===== src/rtl/alu_pkg.sv =====
// Shared definitions for the RV32I decode stage.
// Holds the ALU control codes, the opcode/funct3/funct7 values the decoder
// recognises, the branch condition codes and the decoded-word struct that
// the output buffer stores.
package alu_pkg;

    // ALU operation select (3-bit ALUControl)
    localparam logic [2:0] ALU_ADD = 3'b000;
    localparam logic [2:0] ALU_SLL = 3'b001;
    localparam logic [2:0] ALU_SUB = 3'b010;
    localparam logic [2:0] ALU_XOR = 3'b100;
    localparam logic [2:0] ALU_SRL = 3'b101;
    localparam logic [2:0] ALU_OR  = 3'b110;
    localparam logic [2:0] ALU_AND = 3'b111;

    // Major opcodes
    localparam logic [6:0] OPC_OP     = 7'b0110011;
    localparam logic [6:0] OPC_OP_IMM = 7'b0010011;
    localparam logic [6:0] OPC_LOAD   = 7'b0000011;
    localparam logic [6:0] OPC_STORE  = 7'b0100011;
    localparam logic [6:0] OPC_BRANCH = 7'b1100011;

    // funct3 values for ALU operations
    localparam logic [2:0] F3_ADD_SUB = 3'b000;
    localparam logic [2:0] F3_SLL     = 3'b001;
    localparam logic [2:0] F3_XOR     = 3'b100;
    localparam logic [2:0] F3_SRL     = 3'b101;
    localparam logic [2:0] F3_OR      = 3'b110;
    localparam logic [2:0] F3_AND     = 3'b111;

    // funct3 for word-sized loads and stores
    localparam logic [2:0] F3_WORD = 3'b010;

    // funct3 values for conditional branches
    localparam logic [2:0] F3_BEQ = 3'b000;
    localparam logic [2:0] F3_BNE = 3'b001;
    localparam logic [2:0] F3_BLT = 3'b100;
    localparam logic [2:0] F3_BGE = 3'b101;

    // funct7 values
    localparam logic [6:0] F7_BASE = 7'b0000000;
    localparam logic [6:0] F7_ALT  = 7'b0100000;

    // Branch condition evaluated against the ALU flags
    localparam logic [1:0] BR_EQ = 2'b00;  // taken when Zero = 1
    localparam logic [1:0] BR_NE = 2'b01;  // taken when Zero = 0
    localparam logic [1:0] BR_LT = 2'b10;  // taken when sign_flag = 1
    localparam logic [1:0] BR_GE = 2'b11;  // taken when sign_flag = 0

    // Decoded control word, one per buffer entry
    typedef struct packed {
        logic [2:0]  alu_ctrl;
        logic        alu_src_b;
        logic [31:0] imm;
        logic [4:0]  rs1;
        logic [4:0]  rs2;
        logic [4:0]  rd;
        logic        reg_write;
        logic        mem_read;
        logic        mem_write;
        logic        branch_en;
        logic [1:0]  branch_type;
    } alu_decode_t;

    // Sign-extend a 12-bit I/S immediate
    function automatic logic [31:0] sext12(input logic [11:0] v);
        return {{20{v[11]}}, v};
    endfunction

    // Sign-extend a 13-bit B immediate (bit 0 is always zero)
    function automatic logic [31:0] sext13(input logic [12:0] v);
        return {{19{v[12]}}, v};
    endfunction

endpackage


===== src/rtl/alu_decode_stage_if.sv =====
// Bus between fetch, the decode stage and the execute datapath.
// Optional macro ALU_DECODE_ILLEGAL_FLAG_EN adds the illegal flag to the
// output side.
//
// Handshake: on both sides a transfer happens on a rising clk edge where
// valid and ready are both 1. A producer holding valid keeps its payload
// stable until the transfer; ready may change freely and never depends
// combinationally on valid from the same side.
interface alu_decode_stage_if;

    // Fetch side
    logic        in_valid;
    logic        in_ready;
    logic [31:0] in_instr;

    // Execute side
    logic        out_valid;
    logic        out_ready;
    logic [2:0]  alu_ctrl;
    logic        alu_src_b;
    logic [31:0] imm;
    logic [4:0]  rs1;
    logic [4:0]  rs2;
    logic [4:0]  rd;
    logic        reg_write;
    logic        mem_read;
    logic        mem_write;
    logic        branch_en;
    logic [1:0]  branch_type;
`ifdef ALU_DECODE_ILLEGAL_FLAG_EN
    logic        illegal;
`endif

`ifdef ALU_DECODE_ILLEGAL_FLAG_EN
    // Environment view: drives instructions, consumes decoded words
    modport master (
        output in_valid, in_instr, out_ready,
        input  in_ready, out_valid, alu_ctrl, alu_src_b, imm, rs1, rs2, rd,
               reg_write, mem_read, mem_write, branch_en, branch_type, illegal
    );

    // Decode stage view
    modport slave (
        input  in_valid, in_instr, out_ready,
        output in_ready, out_valid, alu_ctrl, alu_src_b, imm, rs1, rs2, rd,
               reg_write, mem_read, mem_write, branch_en, branch_type, illegal
    );
`else
    // Environment view: drives instructions, consumes decoded words
    modport master (
        output in_valid, in_instr, out_ready,
        input  in_ready, out_valid, alu_ctrl, alu_src_b, imm, rs1, rs2, rd,
               reg_write, mem_read, mem_write, branch_en, branch_type
    );

    // Decode stage view
    modport slave (
        input  in_valid, in_instr, out_ready,
        output in_ready, out_valid, alu_ctrl, alu_src_b, imm, rs1, rs2, rd,
               reg_write, mem_read, mem_write, branch_en, branch_type
    );
`endif

endinterface


===== src/rtl/alu_decode_comb.sv =====
// Purely combinational RV32I decoder: raw instruction word in, control
// word plus an illegal bit out. Any word outside the supported subset
// yields an all-zero control word (alu_ctrl = add, every enable low).
module alu_decode_comb
    import alu_pkg::*;
(
    input  logic [31:0] instr,
    output alu_decode_t dec,
    output logic        illegal
);

    logic [6:0]  opcode;
    logic [2:0]  funct3;
    logic [6:0]  funct7;
    logic [31:0] imm_i;
    logic [31:0] imm_s;
    logic [31:0] imm_b;
    logic [31:0] imm_shamt;
    logic        legal;

    assign opcode    = instr[6:0];
    assign funct3    = instr[14:12];
    assign funct7    = instr[31:25];
    assign imm_i     = sext12(instr[31:20]);
    assign imm_s     = sext12({instr[31:25], instr[11:7]});
    assign imm_b     = sext13({instr[31], instr[7], instr[30:25], instr[11:8], 1'b0});
    assign imm_shamt = {27'b0, instr[24:20]};

    // Decode opcode/funct fields into the control word and legality
    always_comb begin
        dec       = '0;
        legal     = 1'b0;
        dec.rs1   = instr[19:15];
        dec.rs2   = instr[24:20];
        dec.rd    = instr[11:7];

        case (opcode)
            OPC_OP: begin
                dec.alu_src_b = 1'b0;
                dec.reg_write = 1'b1;
                case (funct3)
                    F3_ADD_SUB: begin
                        if (funct7 == F7_BASE) begin
                            legal        = 1'b1;
                            dec.alu_ctrl = ALU_ADD;
                        end else if (funct7 == F7_ALT) begin
                            legal        = 1'b1;
                            dec.alu_ctrl = ALU_SUB;
                        end
                    end
                    F3_SLL: begin
                        legal        = (funct7 == F7_BASE);
                        dec.alu_ctrl = ALU_SLL;
                    end
                    F3_XOR: begin
                        legal        = (funct7 == F7_BASE);
                        dec.alu_ctrl = ALU_XOR;
                    end
                    F3_SRL: begin
                        // funct7 = 0100000 would be sra, which this ALU lacks
                        legal        = (funct7 == F7_BASE);
                        dec.alu_ctrl = ALU_SRL;
                    end
                    F3_OR: begin
                        legal        = (funct7 == F7_BASE);
                        dec.alu_ctrl = ALU_OR;
                    end
                    F3_AND: begin
                        legal        = (funct7 == F7_BASE);
                        dec.alu_ctrl = ALU_AND;
                    end
                    default: legal = 1'b0;  // slt / sltu
                endcase
            end

            OPC_OP_IMM: begin
                dec.alu_src_b = 1'b1;
                dec.reg_write = 1'b1;
                dec.imm       = imm_i;
                case (funct3)
                    F3_ADD_SUB: begin
                        legal        = 1'b1;
                        dec.alu_ctrl = ALU_ADD;
                    end
                    F3_SLL: begin
                        legal        = (funct7 == F7_BASE);
                        dec.alu_ctrl = ALU_SLL;
                        dec.imm      = imm_shamt;
                    end
                    F3_XOR: begin
                        legal        = 1'b1;
                        dec.alu_ctrl = ALU_XOR;
                    end
                    F3_SRL: begin
                        // srai (imm[11:5] = 0100000) is not supported
                        legal        = (funct7 == F7_BASE);
                        dec.alu_ctrl = ALU_SRL;
                        dec.imm      = imm_shamt;
                    end
                    F3_OR: begin
                        legal        = 1'b1;
                        dec.alu_ctrl = ALU_OR;
                    end
                    F3_AND: begin
                        legal        = 1'b1;
                        dec.alu_ctrl = ALU_AND;
                    end
                    default: legal = 1'b0;  // slti / sltiu
                endcase
            end

            OPC_LOAD: begin
                legal         = (funct3 == F3_WORD);
                dec.alu_ctrl  = ALU_ADD;
                dec.alu_src_b = 1'b1;
                dec.mem_read  = 1'b1;
                dec.reg_write = 1'b1;
                dec.imm       = imm_i;
            end

            OPC_STORE: begin
                legal         = (funct3 == F3_WORD);
                dec.alu_ctrl  = ALU_ADD;
                dec.alu_src_b = 1'b1;
                dec.mem_write = 1'b1;
                dec.imm       = imm_s;
            end

            OPC_BRANCH: begin
                dec.alu_ctrl  = ALU_SUB;
                dec.alu_src_b = 1'b0;
                dec.branch_en = 1'b1;
                dec.imm       = imm_b;
                case (funct3)
                    F3_BEQ: begin
                        legal           = 1'b1;
                        dec.branch_type = BR_EQ;
                    end
                    F3_BNE: begin
                        legal           = 1'b1;
                        dec.branch_type = BR_NE;
                    end
                    F3_BLT: begin
                        legal           = 1'b1;
                        dec.branch_type = BR_LT;
                    end
                    F3_BGE: begin
                        legal           = 1'b1;
                        dec.branch_type = BR_GE;
                    end
                    default: legal = 1'b0;  // bltu / bgeu / reserved
                endcase
            end

            default: legal = 1'b0;
        endcase

        // Illegal words must not enable anything downstream
        if (!legal) begin
            dec = '0;
        end
        illegal = ~legal;
    end

endmodule


===== src/rtl/alu_decode_stage.sv =====
// Registered RV32I decode stage with a 2-entry output buffer.
// Optional macro ALU_DECODE_ILLEGAL_FLAG_EN: when defined, illegal words are
// buffered and emitted with the illegal flag set; when undefined they are
// accepted from fetch and silently dropped.
module alu_decode_stage
    import alu_pkg::*;
(
    input  logic                clk,
    input  logic                rst_n,
    alu_decode_stage_if.slave   bus
);

    alu_decode_t dec_word;
    logic        dec_illegal;

    // Buffer: entry0 is always the head, entry1 the second slot
    alu_decode_t entry0;
    alu_decode_t entry1;
    logic [1:0]  count;

    logic        push_ok;
    logic        push;
    logic        pop;
    logic        in_ready;
    logic        out_valid;

    alu_decode_comb u_decode (
        .instr   (bus.in_instr),
        .dec     (dec_word),
        .illegal (dec_illegal)
    );

`ifdef ALU_DECODE_ILLEGAL_FLAG_EN
    logic ill0;
    logic ill1;

    assign push_ok = 1'b1;
`else
    // Illegal words are consumed from fetch but never enter the buffer
    assign push_ok = ~dec_illegal;
`endif

    assign in_ready  = (count != 2'd2);
    assign out_valid = (count != 2'd0);
    assign push      = bus.in_valid & in_ready & push_ok;
    assign pop       = out_valid & bus.out_ready;

    // FIFO update: append at the tail, shift forward on pop
    always_ff @(posedge clk or negedge rst_n) begin
        if (!rst_n) begin
            count  <= 2'd0;
            entry0 <= '0;
            entry1 <= '0;
        end else begin
            case ({push, pop})
                2'b10: begin
                    if (count == 2'd0) begin
                        entry0 <= dec_word;
                    end else begin
                        entry1 <= dec_word;
                    end
                    count <= count + 2'd1;
                end
                2'b01: begin
                    entry0 <= entry1;
                    count  <= count - 2'd1;
                end
                2'b11: begin
                    // Push implies count < 2, so with a pop count is 1 here
                    // and the new word becomes the head directly.
                    entry0 <= (count == 2'd1) ? dec_word : entry1;
                    entry1 <= dec_word;
                end
                default: ;
            endcase
        end
    end

`ifdef ALU_DECODE_ILLEGAL_FLAG_EN
    // Illegal flags travel alongside the decoded entries
    always_ff @(posedge clk or negedge rst_n) begin
        if (!rst_n) begin
            ill0 <= 1'b0;
            ill1 <= 1'b0;
        end else begin
            case ({push, pop})
                2'b10: begin
                    if (count == 2'd0) begin
                        ill0 <= dec_illegal;
                    end else begin
                        ill1 <= dec_illegal;
                    end
                end
                2'b01: ill0 <= ill1;
                2'b11: begin
                    ill0 <= (count == 2'd1) ? dec_illegal : ill1;
                    ill1 <= dec_illegal;
                end
                default: ;
            endcase
        end
    end

    assign bus.illegal = ill0;
`endif

    assign bus.in_ready    = in_ready;
    assign bus.out_valid   = out_valid;
    assign bus.alu_ctrl    = entry0.alu_ctrl;
    assign bus.alu_src_b   = entry0.alu_src_b;
    assign bus.imm         = entry0.imm;
    assign bus.rs1         = entry0.rs1;
    assign bus.rs2         = entry0.rs2;
    assign bus.rd          = entry0.rd;
    assign bus.reg_write   = entry0.reg_write;
    assign bus.mem_read    = entry0.mem_read;
    assign bus.mem_write   = entry0.mem_write;
    assign bus.branch_en   = entry0.branch_en;
    assign bus.branch_type = entry0.branch_type;

endmodule


===== src/flat_wrapper.sv =====
// flat-port wrapper written by rule: the top's interface ports become plain ports
module alu_decode_stage_flat import alu_pkg::*;
  (clk, rst_n, bus_in_valid, bus_in_instr, bus_out_ready, bus_in_ready, bus_out_valid, bus_alu_ctrl, bus_alu_src_b, bus_imm, bus_rs1, bus_rs2, bus_rd, bus_reg_write, bus_mem_read, bus_mem_write, bus_branch_en, bus_branch_type);
  alu_decode_stage_if bus_i ();
  input  logic clk;
  input  logic rst_n;
  input wire logic [$bits(bus_i.in_valid)-1:0] bus_in_valid;
  input wire logic [$bits(bus_i.in_instr)-1:0] bus_in_instr;
  input wire logic [$bits(bus_i.out_ready)-1:0] bus_out_ready;
  output wire logic [$bits(bus_i.in_ready)-1:0] bus_in_ready;
  output wire logic [$bits(bus_i.out_valid)-1:0] bus_out_valid;
  output wire logic [$bits(bus_i.alu_ctrl)-1:0] bus_alu_ctrl;
  output wire logic [$bits(bus_i.alu_src_b)-1:0] bus_alu_src_b;
  output wire logic [$bits(bus_i.imm)-1:0] bus_imm;
  output wire logic [$bits(bus_i.rs1)-1:0] bus_rs1;
  output wire logic [$bits(bus_i.rs2)-1:0] bus_rs2;
  output wire logic [$bits(bus_i.rd)-1:0] bus_rd;
  output wire logic [$bits(bus_i.reg_write)-1:0] bus_reg_write;
  output wire logic [$bits(bus_i.mem_read)-1:0] bus_mem_read;
  output wire logic [$bits(bus_i.mem_write)-1:0] bus_mem_write;
  output wire logic [$bits(bus_i.branch_en)-1:0] bus_branch_en;
  output wire logic [$bits(bus_i.branch_type)-1:0] bus_branch_type;
  assign bus_i.in_valid = bus_in_valid;
  assign bus_i.in_instr = bus_in_instr;
  assign bus_i.out_ready = bus_out_ready;
  assign bus_in_ready = bus_i.in_ready;
  assign bus_out_valid = bus_i.out_valid;
  assign bus_alu_ctrl = bus_i.alu_ctrl;
  assign bus_alu_src_b = bus_i.alu_src_b;
  assign bus_imm = bus_i.imm;
  assign bus_rs1 = bus_i.rs1;
  assign bus_rs2 = bus_i.rs2;
  assign bus_rd = bus_i.rd;
  assign bus_reg_write = bus_i.reg_write;
  assign bus_mem_read = bus_i.mem_read;
  assign bus_mem_write = bus_i.mem_write;
  assign bus_branch_en = bus_i.branch_en;
  assign bus_branch_type = bus_i.branch_type;
  alu_decode_stage u_core (.clk(clk), .rst_n(rst_n), .bus(bus_i));
endmodule

===== config.mk =====
export PLATFORM = sky130hd
export DESIGN_NAME = alu_decode_stage_flat
export DESIGN_NICKNAME = d
export VERILOG_FILES = /design/src/rtl/alu_pkg.sv /design/src/rtl/alu_decode_stage_if.sv /design/src/rtl/alu_decode_comb.sv /design/src/rtl/alu_decode_stage.sv /design/src/flat_wrapper.sv
export SDC_FILE = /design/constraint.sdc
export NUM_CORES = 1
export LEC_CHECK = 0
export ABC_AREA = 1
export BUFFER_PORTS_ARGS = -buffer_cell sky130_fd_sc_hd__buf_2
export CELL_PAD_IN_SITES_DETAIL_PLACEMENT = 1
export CELL_PAD_IN_SITES_GLOBAL_PLACEMENT = 2
export CORE_MARGIN = 3
export CORE_UTILIZATION = 31
export CTS_BUF_LIST = sky130_fd_sc_hd__clkbuf_4 sky130_fd_sc_hd__clkbuf_8
export DETAILED_ROUTE_END_ITERATION = 8
export PLACE_DENSITY = 0.79
export SYNTH_ARGS = -nofsm -noshare
export SYNTH_HDL_FRONTEND = slang
export SYNTH_SLANG_ARGS = --single-unit

===== constraint.sdc =====
create_clock -name clk -period 2.6 [get_ports clk]
set_input_delay 0.39 -clock clk [delete_from_list [all_inputs] [get_ports clk]]
set_output_delay 0.39 -clock clk [all_outputs]
set_load 0.02 [all_outputs]

Word-level counts from Yosys, hierarchy flattened
Cells that the tools add are included.

Register bits after elaboration: 116. Bits in latches: 0. Bits in writable memories: 0. ROM bits: 0. Word-level logic and storage cells: 87. Memories kept: 0.

$add $sub $neg: 2. Multipliers: 0. Div/mod/pow operators: 0. Order comparisons: 0. Equality and inequality tests: 19. Shift operators: 0. Muxes and demuxes: 25. Bitwise logic cells: 3. Reductions and logical operators: 15.

Operator list (number): 2-to-1 mux 57 bit (4); case mux 57 bit (3 select lines) (1); case mux 32 bit (4 select lines) (1); case mux 57 bit (2 select lines) (1); 2-to-1 mux 32 bit (1); == test 7 x 6 -> 1 bit (second input constant) (3); case mux 3 bit (6 select lines) (1); case mux 4 bit (4 select lines) (1); case mux 3 bit (5 select lines) (1); == test 3 bit (second input constant) (4); OR reduction 4 bit (2); == test 7 x 2 -> 1 bit (second input constant) (1); == test 7 x 5 -> 1 bit (second input constant) (1); == test 7 bit (second input constant) (1); zero test 7 bit (1); 2-to-1 mux 1 bit (6); case mux 2 bit (3 select lines) (1); nonzero test 2 bit (3); OR reduction 5 bit (1); == test 2 x 1 -> 1 bit (second input constant) (2); == test 2 bit (second input constant) (2); 2-to-1 mux 2 bit (2); inequality test 2 bit (second input constant) (2); case mux 1 bit (2 select lines) (2); other kinds (15) (19).

Logic depth before layout (Yosys ltp)
Depth after elaboration: 9. Gate-level depth with buffers: 19. Mapped depth without buffers: 16.

By module
A second synthesis with hierarchy kept.

Cell total of the unflattened synthesis: 926. Area, all modules: 6672.6 µm².

Modules (own cells, without submodules): alu_decode_stage (times used 1, cells an instance 763, area an instance 5629.1 µm²); alu_decode_comb (times used 1, cells an instance 163, area an instance 1043.5 µm²).

Worst setup path after synthesis
No wires, ideal clock.

Path type: register to register. Start point: register u_core.count[0]. End point: register u_core.entry0 (netlist bit u_core.bus.imm[30]). Library setup time: 68 ps. Arrival time: 2455 ps. Required time: 2532 ps. Path slack: 77 ps. Cell stages (with the launch flop): 16. Path buffers: 3. Period minus slack after synthesis: 2523 ps. Path through: dfrtp_1 inv_1 ha_1 inv_1 nand2_1 inv_1 clkbuf_1 ha_1 clkbuf_1 buf_1 nand2_1 nand2_1 nand2_1 nand2_1 nand3_1 nand2_1.

Elaborated cells between the ends (all ways): 15.

RTL lines: from (decl) (line alu_decode_stage.sv:19) `logic [1:0] count;`; from (signal assigned) (line alu_decode_stage.sv:62) `count <= count + 2'd1;`; from (signal assigned) (line alu_decode_stage.sv:66) `count <= count - 2'd1;`; nonzero test 2 bit (*) (line alu_decode_stage.sv:44) `assign out_valid = (count != 2'd0);`; net bus_out_valid (line flat_wrapper.sv:11) `output wire logic [$bits(bus_i.out_valid)-1:0] bus_out_valid;`; AND 1 bit (*) (line alu_decode_stage.sv:46) `assign pop = out_valid & bus.out_ready;`; == test 2 bit / == test 2 x 1 -> 1 bit (equally long branches) (line alu_decode_stage.sv:55) `case ({push, pop})`; inequality test 2 x 1 -> 1 bit (no line) / nonzero test 3 bit (equally long branches); AND reduction 2 bit (no line); to (signal assigned) (line alu_decode_stage.sv:58) `entry0 <= dec_word;`; to (signal assigned) (line alu_decode_stage.sv:65) `entry0 <= entry1;`; to (signal assigned) (line alu_decode_stage.sv:71) `entry0 <= (count == 2'd1) ? dec_word : entry1;`; to (decl) (line alu_decode_stage.sv:17) `alu_decode_t entry0;`.

Mark *: on every way through the listed nets, which the timed path passes. The rest lies on a longest branch. A chain may end at the register's enable or synchronous reset.

Worst setup path in the final report
Start point: register u_core.count[0]. End point: register u_core.entry0 (netlist bit u_core.bus.branch_en).

Longest elaborated chain between the ends: 6. Elaborated cells between the ends (all ways): 15.

Ends and longest elaborated chain: inequality test 2 bit (line alu_decode_stage.sv:43) `assign in_ready = (count != 2'd2);`; AND 1 bit (2 in series) (line alu_decode_stage.sv:45) `assign push = bus.in_valid & in_ready & push_ok;`; == test 2 bit / == test 2 x 1 -> 1 bit (equally long branches) (line alu_decode_stage.sv:55); inequality test 2 x 1 -> 1 bit (no line) / nonzero test 3 bit (equally long branches); AND reduction 2 bit (no line).

Parallel ways exist; a longest one is shown, timed or not.

==> impl_metrics.csv <==
group,metric,value,unit
min_path,min_path_type,"in -> reg",
sta,finalHoldViolations,0,
finish,fin_cells,1004,
placed_design,placed_area,0.00550,mm^2
clock_tree,worstSkewPairLatency,0.37,ns
clock_tree,root_buffer,"clkbuf_8",
grt,grt_pass1_wl,27400,um
sta,tns,0,ns
sta,rsz0062_at_grt,"no",
worst_setup_path,cp-end-kind,"flip-flop",
worst_setup_path,start_kind,"flip-flop",
route,drt-wirelength-per-cell,16.5,um
clock_tree,clockBufferDepth,2,
grt,grt_max_degree,41,
clock_tree,cts_buffers,9,
worst_setup_path,criticalPathCategory,"reg -> reg",
grt,grt_pass1_vias,5191,
clock_tree,cts_tree,"yes",
grt,grt_use_total,0.196,
route,drc,0,
sta,tightest_slew,0.537,ns
sta,setup_viol,0,
route,drtIter0Drc,277,
die,ioPinCount,95,
placed_design,place_inst,989,
die,die_x,131,um
power,power.leakage,3.08,nW
route,dr.pass1.iters,4,
finish,drive_above_1_share,0.183,
worst_setup_path,crit_path_max_fanout,25,
clock_tree,h-tree-depth,3,
synth,netlist_instances,723,
clock_tree,clkTransAtPathRegs,0.08,ns
sta,min_period,2.37,ns
route,detail-route-antenna-nets,0,
synth,synth.yosys.seq_area_share,0.401,
route,routed_via_density,4.88,
run_status,status,"completed",
sta,clock_skew,0.00932,ns
synth,synth_seq_cells,78,
clock_tree,numClockSinks,78,
sta,setup_ws,0.231,ns
power,power.density,953,mW/mm^2
synth,synth_area,0.00487,mm^2
die,die_h,131,um
die,initial_core_util,0.319,
job,maxCapViolations,0,
finish,fin_util,0.374,
die,coreArea,0.0153,mm^2
sta,hold_ws,0.309,ns
sta,min_period_over_period,0.911,
synth,yosysWarnings,0,
placed_design,pre_cts_ws,0.0452,ns
finish,final_area,0.00570,mm^2
finish,syn_to_final_growth,17.2,%
grt,antenna_found_initial,0,
worst_setup_path,critPathRequiredTime,2.91,ns
power,peakVddDrop,381,uV
synth,synth_cell_types,28,
finish,diodes,0,
worst_setup_path,crit_arrival,2.68,ns
die,die_area,0.0172,mm^2
clock_tree,post_cts_buffers,0,
route,vias,4897,
finish,nets,832,
placed_design,dp_hpwl,12000,um
route,wirelength,16600,um
die,rows,45,
sta,report.final.slew_viol_count,0,
synth,avgSynthCellArea,6.73,um^2
sta,fmax,0.422,GHz
power,p_total,5.44,mW
sta,max-slew-margin-rel,0.642,
placed_design,io_buffers,94,
synth,syn_nets,765,
placed_design,place_congestion,0.922,
grt,grt_overflow_total,0,
[cells by family (layout without fill, tap and decap cells)]
family | count (synthesis) | count (layout) | share of synthesized area
fa+ha+maj | 6 | 6 | 0.0154
xor+xnor | 2 | 2 | 0.00360
simple gates | 446 | 446 | 0.379
buf+inv | 99 | 169 | 0.104
flops | 78 | 78 | 0.401
compound gates | 92 | 92 | 0.0972
[registers in the layout (all words and copies together), names as in the netlist]
name / count
u_core.bus.rs1: 5
u_core.bus.imm: 13
u_core.bus.mem_read: 1
u_core.bus.alu_src_b: 1
u_core.bus.branch_type: 2
u_core.bus.rs2: 5
u_core.bus.reg_write: 1
u_core.bus.alu_ctrl: 3
u_core.bus.rd: 5
u_core.entry1: 38
u_core.bus.branch_en: 1
u_core.count: 2
u_core.bus.mem_write: 1
[cell usage in the layout, fill, tap and decap left out, types with 2 or more instances in the layout]
cell type  netlist  final
a21oi_1         10     10
nor3_1           3      3
inv_1           29     28
inv_2            2      3
nand3_1         92     92
a211oi_1         2      2
dfrtp_1         78     78
ha_1             6      5
buf_2            8     93
nand4_1          4      4
clkbuf_8         0     11
clkbuf_4         0      2
nand2_1        327    327
buf_4           19     24
xnor2_1          2      2
nor2_1          15     15
o21ai_0         77     77
buf_12           0      5
[repair_timing]
action / 4_1_cts / 5_1_grt
endpoints found under the setup margin: 0 / 0
hold endpoints to repair: 30 / 0
gates resized for setup: 0 / 0
hold buffers: 1 / 0
[path summary, 6_finish.rpt]
check,start,end,slack (ns),depth (start not counted)
max,u_core.count[0]$_DFFE_PN0P_,u_core.bus.branch_en$_DFFE_PN0P_,0.23,12
min,bus_in_instr[18],u_core.entry1[19]$_DFFE_PN0P_,0.31,3
max reg2reg,u_core.count[0]$_DFFE_PN0P_,u_core.bus.branch_en$_DFFE_PN0P_,0.23,12
min reg2reg,u_core.entry1[1]$_DFFE_PN0P_,u_core.entry1[1]$_DFFE_PN0P_,0.51,2
max in group asynchronous,rst_n,u_core.bus.rd[2]$_DFFE_PN0P_,1.35,3
min in group asynchronous,rst_n,u_core.entry1[25]$_DFFE_PN0P_,0.52,2
[cells in the mapped netlist]
cell       instances  area share
a211oi_1           2      0.0031
ha_1               6       0.015
a2bb2oi_1          1      0.0018
a21oi_1           10       0.010
buf_8              1      0.0031
inv_2              2      0.0015
nand3_1           92       0.095
xnor2_1            2      0.0036
clkbuf_1          32       0.025
nand3_4            1      0.0036
nor2_1            15       0.012
buf_6              5       0.012
nand2_1          327        0.25
o22ai_1            1      0.0013
a21boi_0           1      0.0015
inv_4              1      0.0013
nor2_8             1      0.0041
inv_1             29       0.022
dfrtp_1           78        0.40
o21ai_0           77       0.079
buf_1              2      0.0015
nor2_2             1      0.0013
nand3_2            1      0.0021
or2_0              1      0.0013
buf_4             19       0.029
nand4_1            4      0.0051
buf_2              8      0.0082
nor3_1             3      0.0031
[worst max-delay path: stages, from the launching register on]
cell,delay [ns]
dfrtp_1,0.40
inv_1,0.08
ha_1,0.23
inv_1,0.13
nand2_1,0.16
inv_1,0.17
ha_2,0.42
buf_12,0.21
nand2_1,0.06
a21oi_1,0.12
a2bb2oi_1,0.19
nand2_1,0.07
nand2_1,0.05
[per-layer routing]
layer  vias to the layer above  global-route usage  part of all wire
li1                       2424                   -                 -
met1                      2370               0.253              0.47
met2                        91               0.335              0.48
met3                        12              0.0387             0.045
met4                         0              0.0595             0.012
met5                         -                   0                 0
[report_power, final]
| group | internal, mW | switching, mW | total (mW) |
|---|---|---|---|
| clock | 0.508 | 0.466 | 0.975 |
| sequential | 1.52 | 0.204 | 1.72 |
| combinational | 0.892 | 1.85 | 2.74 |
[final cells by class]
type,count,area (um^2)
multi-input cells,546,2410
well taps,211,264
clock inverters,1,30.0
inverters,32,123
fillers,1984,9560
flip-flops and latches,78,1950
repair buffers,123,756
clock buffers,13,166
No activity file was read; power rests on OpenSTA's default activity.
